**src/rtl/lcd_fifo_writer_if.sv**
```systemverilog
// Bundle of the FIFO read-side pins and the HD44780 parallel-bus pads
// driven by lcd_fifo_writer. The writer uses the master modport; the
// FIFO / pad model on the other side uses the slave modport.
interface lcd_fifo_writer_if;
  logic       fifo_empty;
  logic [8:0] fifo_data;
  logic       fifo_rd;
  logic       lcd_rs;
  logic       lcd_rw;
  logic       lcd_e;
  logic [7:0] lcd_d;

  modport master (
    input  fifo_empty,
    input  fifo_data,
    output fifo_rd,
    output lcd_rs,
    output lcd_rw,
    output lcd_e,
    output lcd_d
  );

  modport slave (
    output fifo_empty,
    output fifo_data,
    input  fifo_rd,
    input  lcd_rs,
    input  lcd_rw,
    input  lcd_e,
    input  lcd_d
  );
endinterface

```
**src/rtl/lcd_fifo_writer.sv**
```systemverilog
// lcd_fifo_writer: read side of the LCD command/data FIFO.
// Pops one 9-bit word (bit8 = RS, bits7:0 = payload) and plays it onto an
// HD44780-style bus with programmable setup / E-high / hold / execution
// wait. Clear and home commands (RS=0, payload 0x01..0x03) get the long
// execution wait.
// Optional feature: define LCD_NIBBLE_MODE_EN for the 4-bit bus, where each
// word is sent high nibble first on lcd_d[7:4] with lcd_d[3:0] held at 0.
// All outputs come straight from flops; reset is synchronous, active-high.
module lcd_fifo_writer #(
  parameter int SETUP_CYC    = 3,
  parameter int E_HIGH_CYC   = 23,
  parameter int HOLD_CYC     = 2,
  parameter int EXEC_CYC     = 1850,
  parameter int CLR_EXEC_CYC = 76000,
  parameter int CNT_W        = 17
) (
  input  logic                clk,
  input  logic                reset,
  input  logic                en,
  lcd_fifo_writer_if.master   bus,
  output logic                busy
);

  typedef enum logic [2:0] {
    IDLE,
    FETCH,
    LOAD,
    SETUP,
    EHIGH,
    HOLD,
    WAIT
  } state_t;

  // Phase counters load N-1 on entry and the phase ends when they reach 0,
  // so every phase lasts exactly N clocks.
  localparam logic [CNT_W-1:0] SETUP_LD = CNT_W'(SETUP_CYC - 1);
  localparam logic [CNT_W-1:0] EHIGH_LD = CNT_W'(E_HIGH_CYC - 1);
  localparam logic [CNT_W-1:0] HOLD_LD  = CNT_W'(HOLD_CYC - 1);
  localparam logic [CNT_W-1:0] EXEC_LD  = CNT_W'(EXEC_CYC - 1);
  localparam logic [CNT_W-1:0] CLR_LD   = CNT_W'(CLR_EXEC_CYC - 1);
  localparam logic [CNT_W-1:0] CNT_ONE  = CNT_W'(1);

  state_t           state;
  state_t           state_next;
  logic [CNT_W-1:0] cnt;
  logic [CNT_W-1:0] cnt_next;
  logic [8:0]       word;
  logic [8:0]       word_next;
  logic             rs_q;
  logic             rs_next;
  logic [7:0]       d_q;
  logic [7:0]       d_next;
  logic             fifo_rd_q;
  logic             lcd_e_q;
  logic             busy_q;
  logic             is_clr_word;
  logic [CNT_W-1:0] wait_ld;
`ifdef LCD_NIBBLE_MODE_EN
  logic             low_half;
  logic             low_half_next;
`endif

  // Clear display / return home need the long execution wait.
  assign is_clr_word = !word[8] &&
                       ((word[7:0] == 8'h01) ||
                        (word[7:0] == 8'h02) ||
                        (word[7:0] == 8'h03));
  assign wait_ld     = is_clr_word ? CLR_LD : EXEC_LD;

  assign bus.fifo_rd = fifo_rd_q;
  assign bus.lcd_rs  = rs_q;
  assign bus.lcd_rw  = 1'b0;
  assign bus.lcd_e   = lcd_e_q;
  assign bus.lcd_d   = d_q;
  assign busy        = busy_q;

  // Next-state, phase counter and bus value selection; everything holds by default.
  always_comb begin
    state_next = state;
    cnt_next   = cnt;
    word_next  = word;
    rs_next    = rs_q;
    d_next     = d_q;
`ifdef LCD_NIBBLE_MODE_EN
    low_half_next = low_half;
`endif
    case (state)
      IDLE: begin
        if (en && !bus.fifo_empty) begin
          state_next = FETCH;
        end
      end
      FETCH: begin
        state_next = LOAD;
      end
      LOAD: begin
        word_next = bus.fifo_data;
        rs_next   = bus.fifo_data[8];
`ifdef LCD_NIBBLE_MODE_EN
        d_next        = {bus.fifo_data[7:4], 4'h0};
        low_half_next = 1'b0;
`else
        d_next    = bus.fifo_data[7:0];
`endif
        cnt_next   = SETUP_LD;
        state_next = SETUP;
      end
      SETUP: begin
        if (cnt == '0) begin
          cnt_next   = EHIGH_LD;
          state_next = EHIGH;
        end else begin
          cnt_next = cnt - CNT_ONE;
        end
      end
      EHIGH: begin
        if (cnt == '0) begin
          cnt_next   = HOLD_LD;
          state_next = HOLD;
        end else begin
          cnt_next = cnt - CNT_ONE;
        end
      end
      HOLD: begin
        if (cnt == '0) begin
`ifdef LCD_NIBBLE_MODE_EN
          if (!low_half) begin
            low_half_next = 1'b1;
            d_next        = {word[3:0], 4'h0};
            cnt_next      = SETUP_LD;
            state_next    = SETUP;
          end else begin
            cnt_next   = wait_ld;
            state_next = WAIT;
          end
`else
          cnt_next   = wait_ld;
          state_next = WAIT;
`endif
        end else begin
          cnt_next = cnt - CNT_ONE;
        end
      end
      WAIT: begin
        if (cnt == '0) begin
          state_next = IDLE;
        end else begin
          cnt_next = cnt - CNT_ONE;
        end
      end
      default: begin
        state_next = IDLE;
        cnt_next   = '0;
      end
    endcase
  end

  // State, datapath and output flops; outputs are decoded from the next
  // state so they line up with the state they describe.
  always_ff @(posedge clk) begin
    if (reset) begin
      state     <= IDLE;
      cnt       <= '0;
      word      <= '0;
      rs_q      <= 1'b0;
      d_q       <= '0;
      fifo_rd_q <= 1'b0;
      lcd_e_q   <= 1'b0;
      busy_q    <= 1'b0;
`ifdef LCD_NIBBLE_MODE_EN
      low_half  <= 1'b0;
`endif
    end else begin
      state     <= state_next;
      cnt       <= cnt_next;
      word      <= word_next;
      rs_q      <= rs_next;
      d_q       <= d_next;
      fifo_rd_q <= (state_next == FETCH);
      lcd_e_q   <= (state_next == EHIGH);
      busy_q    <= (state_next != IDLE);
`ifdef LCD_NIBBLE_MODE_EN
      low_half  <= low_half_next;
`endif
    end
  end

endmodule

```
**src/flat_wrapper.sv**
```systemverilog
// flat-port wrapper written by rule: the top's interface ports become plain ports
module lcd_fifo_writer_flat 
#(
  parameter int SETUP_CYC    = 3,
  parameter int E_HIGH_CYC   = 23,
  parameter int HOLD_CYC     = 2,
  parameter int EXEC_CYC     = 1850,
  parameter int CLR_EXEC_CYC = 76000,
  parameter int CNT_W        = 17
)
  (clk, reset, en, busy, bus_fifo_empty, bus_fifo_data, bus_fifo_rd, bus_lcd_rs, bus_lcd_rw, bus_lcd_e, bus_lcd_d);
  lcd_fifo_writer_if bus_i ();
  input  logic clk;
  input  logic reset;
  input  logic en;
  output logic busy;
  input wire logic [$bits(bus_i.fifo_empty)-1:0] bus_fifo_empty;
  input wire logic [$bits(bus_i.fifo_data)-1:0] bus_fifo_data;
  output wire logic [$bits(bus_i.fifo_rd)-1:0] bus_fifo_rd;
  output wire logic [$bits(bus_i.lcd_rs)-1:0] bus_lcd_rs;
  output wire logic [$bits(bus_i.lcd_rw)-1:0] bus_lcd_rw;
  output wire logic [$bits(bus_i.lcd_e)-1:0] bus_lcd_e;
  output wire logic [$bits(bus_i.lcd_d)-1:0] bus_lcd_d;
  assign bus_i.fifo_empty = bus_fifo_empty;
  assign bus_i.fifo_data = bus_fifo_data;
  assign bus_fifo_rd = bus_i.fifo_rd;
  assign bus_lcd_rs = bus_i.lcd_rs;
  assign bus_lcd_rw = bus_i.lcd_rw;
  assign bus_lcd_e = bus_i.lcd_e;
  assign bus_lcd_d = bus_i.lcd_d;
  lcd_fifo_writer #(.SETUP_CYC(SETUP_CYC), .E_HIGH_CYC(E_HIGH_CYC), .HOLD_CYC(HOLD_CYC), .EXEC_CYC(EXEC_CYC), .CLR_EXEC_CYC(CLR_EXEC_CYC), .CNT_W(CNT_W)) u_core (.clk(clk), .reset(reset), .en(en), .bus(bus_i), .busy(busy));
endmodule
```
**config.mk**
```make
export PLATFORM = sky130hd
export DESIGN_NAME = lcd_fifo_writer_flat
export DESIGN_NICKNAME = d
export VERILOG_FILES = /design/src/rtl/lcd_fifo_writer_if.sv /design/src/rtl/lcd_fifo_writer.sv /design/src/flat_wrapper.sv
export SDC_FILE = /design/constraint.sdc
export NUM_CORES = 1
export LEC_CHECK = 0
export CORE_MARGIN = 10
export CORE_UTILIZATION = 51
export CTS_BUF_LIST = sky130_fd_sc_hd__clkbuf_8
export DETAILED_ROUTE_END_ITERATION = 10
export HOLD_SLACK_MARGIN = 0.15
export PLACE_DENSITY = 0.77
export SLEW_MARGIN = 20
export SYNTH_ARGS = -nofsm -noshare
export SYNTH_HDL_FRONTEND = slang
export SYNTH_SLANG_ARGS = --single-unit
```
**constraint.sdc**
```tcl
create_clock -name clk -period 1.9 [get_ports clk]
set_input_delay 0.38 -clock clk [delete_from_list [all_inputs] [get_ports clk]]
set_output_delay 0.38 -clock clk [all_outputs]
set_load 0.005 [all_outputs]
```
; ---- Yosys cells after proc, flatten, opt, wreduce, memory -nomap -nowiden
; Index checks and enable logic that the tools add are counted.
[classes]
n_reduce_logical = 11
bitwise_logic = 1
n_eq_ne = 12
n_shift = 0
magnitude_cmp = 0
div = 0
n_mul = 0
addsub = 1
mux = 12
[op_table]
columns = cell, n
row1 = case mux 17 bit (6 select lines), 1
row2 = two-way mux 17 bit, 5
row3 = case mux 3 bit (7 select lines), 1
row4 = logical NOT 17 bit, 1
row5 = subtractor 17 x 1 -> 17 bit (second input constant), 1
row6 = == test 8 x 2 -> 1 bit (second input constant), 2
row7 = two-way mux 3 bit, 5
row8 = == test 3 bit (second input constant), 4
row9 = == test 8 x 1 -> 1 bit (second input constant), 1
row10 = == test 3 x 1 -> 1 bit (second input constant), 2
row11 = == test 3 x 2 -> 1 bit (second input constant), 2
row12 = logical NOT 3 bit, 1
row13 = nonzero test 3 bit, 1
row14 = logical AND 1 bit, 2
row15 = logical NOT 1 bit, 2
row16 = logical OR 1 bit, 2
row17 = != test 2 bit (second input constant), 1
row18 = AND reduction 2 bit, 1
row19 = OR reduction 2 bit, 1
row20 = inverter 1 bit, 1
[totals]
mem_bits_rw = 0
n_memories = 0
reg_bits = 41
latchBits = 0
rom_bits = 0
word_cells = 45
out_inout_bits = 13

; ---- Logic depth before layout (Yosys ltp)
; Gate-level depths: netlist of run 1.
[depth]
word_depth = 7
ltp_mapped = 9
mapped_depth_nobuf = 8

; ---- Worst setup path after synthesis of run 1
; No wires, ideal clock.
[synth_timing]
path_type = register to register
from = reg u_core.cnt[0]
to = reg u_core.cnt[12]
stages_incl_launch_ff = 8
slack_ps = 38
setup_ps = 70
t_required_ps = 1830
t_arrival_ps = 1792
period_less_slack_ps = 1862
cell_sequence = dfxtp_1 > inv_1 > ha_1 > nor4b_2 > nand2_1 > nor3b_2 > or3b_1 > a21oi_1
[synth_via]
elab_chain_len = 3
[synth_rtl]
columns = item, line
row1 = start: declaration, lcd_fifo_writer.sv:45  ; logic [CNT_W-1:0] cnt;
row2 = start signal: assignment, lcd_fifo_writer.sv:175  ; cnt <= cnt_next;
row3 = subtractor 17 x 1 -> 17 bit or logical NOT 17 bit (tied branches), n/a
row4 = two-way mux 17 bit (tied with other cells), lcd_fifo_writer.sv:145  ; if (cnt == '0) begin
row5 = case mux 17 bit (6 select lines) or AND reduction 2 bit (tied branches), n/a
; Parallel ways exist; a longest one is shown, timed or not. The select of a mux whose other input is x is not followed.
; A chain may end at the register's enable or synchronous reset.

; ---- Final worst setup path of run 1
[layout_timing]
from = reg u_core.cnt[13]
to = reg u_core.cnt[9]
[layout_via]
elab_chain_len = 3
[layout_rtl]
columns = item, line
row1 = logical NOT 17 bit (*), n/a
row2 = two-way mux 17 bit (tied with other cells), lcd_fifo_writer.sv:125  ; if (cnt == '0) begin
row3 = case mux 17 bit (6 select lines) or AND reduction 2 bit (tied branches), n/a
; Mark *: on every way between the ends. The rest lies on a longest branch, timed or not.

==> metrics, run 1 <==
die width=between 80 and 90 um; R2R Path Start=u_core.cnt[13]; drt total wl=5260 um; CTS tree=yes; count leader, synth=dfxtp_1; total gr overflow=0; vias per cell=5.83; Mapped Cells=between 200 and 250; buffers added on ports=24; final design utilization=68.6%; # clock sinks=32; top cell type's share of synthesized area=approximately a third; FMAX=between 0.5 and 0.6 GHz; Worst Setup End Kind=flip-flop; Ys Warns=0; total core area=approximately 0.0037 sq mm; peak supply drop=~1.1 mV; CP Launch Point=u_core.cnt[13]; Final Slew Violations=0; largest net degree at the start of global routing=21; Max Cap Viol=0; pwr dens=around 1700 mW/mm^2; total global-route track usage=15.9%; CP max FO=7; worst r2r dst=u_core.cnt[9]; Row Count=22; fraction of registers with async set/reset=0%; most instantiated cells after synthesis=32 x dfxtp_1, 29 x nor2_1, 17 x nand2_1; starting DRC count in detailed routing=~100; # DRC=0; Worst-Skew Late Latency=a little under 300 ps; Root Driver=clkbuf_8; fill count=290; CTS H-Tree Depth=2; status=finished clean; Die Height=about 82 um; final setup vio count=0; initial antenna violation count=0; r2r setup slk=between 40 and 50 ps; critical path required time=2110 ps; final critical-path required period=1850 ps; leakage=about 0.00096 uW; flops & latches, synth=32; Synth-to-Final Area Change=30.1%; Mean Syn Cell Area=~8 sq um; Final Skew=3.19 ps; Final Hold Viols=0; WP data arrival=around 2000 ps; layout cells sized above 1=19.4%; die area=approximately 0.0066 sq mm; Syn Nets=251; RSZ-0062 raised after global routing=yes; # IOs=26; total CTS buffers=5; count of different cell masters after synthesis=59; Yosys top cell by area=dfxtp_1; vias in the first global route=between 1500 and 2000; Hold Path Stages=2; Synth Flop Type=dfxtp_1; CP startpoint kind=flip-flop; gpl congestion=0.943; top cells by area, synth=dfxtp_1 33%, nor2_1 5.6%, mux2i_1 5.2%, a21oi_1 3.4%, nand2_1 3.3%; Setup crit end=u_core.cnt[9]; worst reg2reg path depth=7; antenna fix cells=0; initial core utilization=approximately 53%; first drt pass iteration count=4; WL/cell=between 15 and 20 um; Post-CTS Setup Bufs=0; CTS clk-pin slew, worst paths=around 70 ps; Layout Nets=~300; Post-synth EDFFs=0; vias=about 1900; sequential area share after synthesis=33.2%; Final HPWL DP=a little under 4000 um; CTS Buffer Depth=2; class of the most critical setup path=reg -> reg; mapped cell area=0.00193 sq mm; worst hold start=u_core.cnt[1]; first-pass GRT wire length=approximately 8500 um; Hold Path Class=reg -> reg; period utilization=approximately 97%; Hold Slack=about 500 ps; Routed Antenna Nets=0
metal layers:
layer	up-vias	GRT usage, %	wire (um)
met5	-	0	0
met4	0	5.02	75
met3	9	4.59	225
met2	43	26.5	2620
met1	901	19.2	2340
li1	952	-	-
critical path, stage by stage, from the launching register on:
cell     delay (ps)
dfxtp_1         370
nor4_4          330
and2_4          220
nand4_2         190
o21ai_2         240
buf_4           160
o21ai_1          80
a31oi_1         180
area by class of cell:
class	count	area, sq um	area share, %
clock inverter	3	38.8	1.54
clock buffer	5	68.8	2.74
inverter	4	15.0	0.598
sequential	32	643	25.6
tap	48	60.1	2.39
multi-input combinational	184	1230	48.9
timing repair buffer	51	459	18.3
how the worst min path moves through the flow:
stage,to,slack (ps)
final,u_core.cnt[1],500
after global routing,u_core.cnt[1],530
after CTS,u_core.cnt[1],510
after detailed placement,u_core.cnt[1],490
after floorplan,u_core.cnt[1],460
after global placement,u_core.cnt[1],490
cells by family (layout without fill, tap and decap cells):
| family | after synthesis | count (layout) | synth area share [%] |
|---|---|---|---|
| xor+xnor | 4 | 4 | 1.81 |
| fa+ha+maj | 2 | 2 | 1.30 |
| other cells | 1 | 1 | 0.194 |
| mux | 10 | 10 | 5.18 |
| simple gates | 105 | 105 | 31.2 |
| buf+inv | 20 | 63 | 5.25 |
| flops | 32 | 32 | 33.2 |
| compound gates | 62 | 62 | 22.0 |
flip-flops by register name, indices dropped and copies added (netlist names):
signal and cells:
u_core.bus.fifo_rd 1, u_core.state 3, u_core.bus.lcd_e 1, u_core.bus.lcd_rs 1, u_core.busy 1, u_core.word 8, u_core.cnt 17
through the flow:
step | total power (uW) | instances | setup slack [ps] | cell area [sq um] | TNS [ps]
after CTS | 4220 | 327 | 25.0 | 2470 | 0
after global placement | 3520 | 319 | 39.5 | 2360 | 0
after floorplan | 2780 | 236 | 37.7 | 1930 | 0
after detailed placement | 3550 | 319 | 8.37 | 2360 | 0
final | 4390 | 327 | 47.9 | 2510 | 0
after global routing | 4690 | 327 | -76.3 | 2510 | -256
power breakdown:
| group | switching [uW] | leakage, uW | total, uW | internal, uW |
|---|---|---|---|---|
| Clock | 263 | 0.0000593 | 646 | 384 |
| Sequential | 134 | 0.000260 | 926 | 792 |
| Combinational | 1500 | 0.000638 | 2820 | 1310 |
| Total | 1900 | 0.000958 | 4390 | 2490 |
cells in the final DEF, fill, tap and decap left out, types with 2 or more instances in the layout:
cell             instances
a211oi_1                 4
a21oi_1                 13
a221oi_1                 3
a31oi_1                  8
buf_4                   25
clkbuf_8                 5
clkdlybuf4s50_1         24
dfxtp_1                 30
dfxtp_2                  2
ha_1                     2
inv_1                    4
mux2i_1                 10
nand2_1                 17
nand2b_1                 5
nand3_1                 10
nand3b_1                 5
nand4_1                  2
nor2_1                  29
nor2_2                   2
nor3_1                   8
nor3_4                   2
nor3b_1                  2
nor4_4                   2
o211ai_1                 6
o21a_1                   2
o21ai_0                  5
o21ai_1                  9
o22a_1                   2
or3_1                    3
or3b_1                   2
or4_1                    2
xnor2_1                  2
xor2_1                   2
what timing repair did:
item	4_1_cts	5_1_grt
hold buffers	0	0
endpoints found under the setup margin	3	16
resized for setup	1	12
pin swaps	0	5
Note: power is estimated with default switching activity, not from simulation.
==> run 2: changes to the inputs <==
--- a/config.mk
+++ b/config.mk
@@ -5,12 +5,10 @@
 export SDC_FILE = /design/constraint.sdc
 export NUM_CORES = 1
 export LEC_CHECK = 0
-export CORE_MARGIN = 10
-export CORE_UTILIZATION = 51
-export CTS_BUF_LIST = sky130_fd_sc_hd__clkbuf_8
+export CORE_UTILIZATION = 49
 export DETAILED_ROUTE_END_ITERATION = 10
 export HOLD_SLACK_MARGIN = 0.15
-export PLACE_DENSITY = 0.77
+export PLACE_DENSITY = 0.74
 export SLEW_MARGIN = 20
 export SYNTH_ARGS = -nofsm -noshare
 export SYNTH_HDL_FRONTEND = slang
==> run 2 against run 1 <==
Against the previous run: register-to-register slack improved by 20 ps; largest power group unchanged; largest cell class unchanged; clock-buffer cell count increased by 1; critical endpoint is now u_core.cnt[12]; non-clock buffer count unchanged.
==> metrics, run 2 (synthesis results as in run 1) <==
CTS clk-pin slew, worst paths=70 ps (about the same); Layout Nets=293 (unchanged); placed inst area=0.00233 sq mm (-1.2%); vias per cell=5.93 (+1.8%); pwr dens=1740 mW/mm^2 (-0.21%); starting DRC count in detailed routing=149 (+43%); leakage=0.000947 uW (-1.2%); initial core utilization=52.0% (-0.78 points); CTS tree=yes; Die Height=64.8 um (-21%); register with the most flip-flops=u_core.cnt; Final HPWL DP=3660 um (-6.2%); r2r setup slk=70 ps (+20 ps); most frequent cells in the layout=29 x nor2_1, 29 x dfxtp_1, 26 x buf_4; # IOs=26 (unchanged); Worst-Skew Late Latency=300 ps (about the same); worst r2r dst=u_core.cnt[12]; crit-path cells=inv_2 > ha_4 > nor4b_4 > nand2_1 > nor3b_2 > or3b_4 > a21oi_2; total core area=0.00372 sq mm (+1.5%); fill count=318 (+9.7%); drt total wl=5140 um (-2.2%); final design utilization=67.8% (-0.85 points); initial antenna violation count=0 (unchanged); Row Count=22 (unchanged); # clock sinks=32 (unchanged); Largest register FFs=17 (unchanged); FMAX=0.546 GHz (+1.0%); worst hold start=u_core.cnt[1]; Final Instance Area=0.00252 sq mm (+0.25%); CP startpoint kind=flip-flop; layout cells sized above 1=21.1% (+1.8 points); final setup vio count=0 (unchanged); die width=64.8 um (-21%); Worst Setup End Kind=flip-flop; Max Cap Viol=0 (unchanged); Root Driver=clkbuf_8; Multi-input gate area=0.00124 sq mm (+1.4%); period utilization=96.5% (-1.0 points); antenna fix cells=0 (unchanged); worst reg2reg path depth=7 (unchanged); WP data arrival=2060 ps (about the same); Routed Antenna Nets=0 (unchanged); Largest regs=u_core.cnt x17, u_core.word x8, u_core.state x3; # DRC=0 (unchanged); buffers added on ports=24 (unchanged); fin cells=327 (unchanged); total gr overflow=0 (unchanged); die area=0.00420 sq mm (-37%); total global-route track usage=26.3% (+10 points); R2R Path Start=u_core.cnt[1]; CP max-delay cell=or3b_4; Synth-to-Final Area Change=30.4%; peak supply drop=0.879 mV (-20%); vias=1940 (+1.8%); first-pass GRT wire length=8540 um (+0.90%); gpl congestion=0.884 (-6.2%); Final Skew=6.54 ps (+3.36 ps); CP max FO=4 (-3); CTS Buffer Depth=2 (unchanged); total CTS buffers=5 (unchanged); register area=644 sq um (+0.19%); Final Slew Violations=0 (unchanged); # hold bufs at CTS=0 (unchanged); Min-Delay Endpoint=u_core.cnt[1]; Final Hold Viols=0 (unchanged); vias in the first global route=1766 (-1.8%); critical path required time=2130 ps (+20 ps); WL/cell=15.7 um (-2.2%); DP Cell Count=317 (-0.63%); class of the most critical setup path=reg -> reg; status=finished clean; largest net degree at the start of global routing=20 (-4.8%); final critical-path required period=1830 ps (-19.0 ps); first drt pass iteration count=4 (unchanged); Hold Path Stages=2 (unchanged); Critical Path Max Stage Delay=410 ps (+40 ps); Hold Path Class=reg -> reg; CTS H-Tree Depth=2 (unchanged)
-- run 2: cell count changes in the layout (fill, tap and decap cells not counted), sizes merged --
cell,previous run,this run
inv,5,4
clkbuf,5,6
-- run 2: timing repair --
| item | 4_1_cts | 5_1_grt |
|---|---|---|
| cloned | 0 | 0 |
| pin swaps | 0 | 4 |
| setup buffers | 0 | 2 |
| endpoints found under the setup margin | 1 | 21 |
| resized for setup | 1 | 17 |
-- run 2: worst max path at each step --
stage / from / end / depth (start not counted)
floorplan: u_core.cnt[0] / u_core.cnt[12] / 7
global placement: u_core.cnt[1] / u_core.cnt[12] / 7
detailed placement: u_core.cnt[0] / u_core.cnt[12] / 7
CTS: u_core.cnt[13] / u_core.cnt[14] / 7
global route: u_core.cnt[0] / u_core.cnt[12] / 7
finish: u_core.cnt[1] / u_core.cnt[12] / 7
-- run 2: final cells by class --
type | count | area share [%]
clock buffers | 6 | 2.88
multi-input cells | 184 | 49.4
flip-flops and latches | 32 | 25.6
well taps | 48 | 2.38
inverters | 4 | 0.596
repair buffers | 51 | 17.7
clock inverters | 2 | 1.39
-- run 2: per-stage QoR --
stage | TNS [ps] | setup WS [ps] | hold WS, ps | power, uW
after global routing | -46.5 | -19.1 | 542 | 4710
after detailed placement | 0 | 32.6 | 499 | 3480
after global placement | 0 | 71.8 | 485 | 3440
after floorplan | 0 | 37.7 | 459 | 2780
final | 0 | 66.9 | 507 | 4390
after CTS | 0 | 32.9 | 510 | 4160
-- run 2: layer usage --
metal / vias up / part of all wire (%) / GRT usage (%)
met5: - / 0 / 0
met4: 0 / 2.5 / 9.72
met3: 15 / 5.0 / 6.87
met2: 58 / 48 / 40.8
met1: 917 / 45 / 34.8
li1: 950 / - / -
-- run 2: report_power, final --
part           switching (uW)  internal (uW)
registers                 148            792
logic                    1560           1240
clock network             270            389
total                    1970           2420
-- run 2: worst max-delay path: cells and delay by family, from the launching register on --
kind | cells | cell delay [ps]
AO/OA/AOI/OAI | 1 | 120
adder cells (fa/ha/maj) | 1 | 140
buffers and inverters | 1 | 90
flip-flops | 1 | 340
AND/OR/NAND/NOR | 4 | 1070
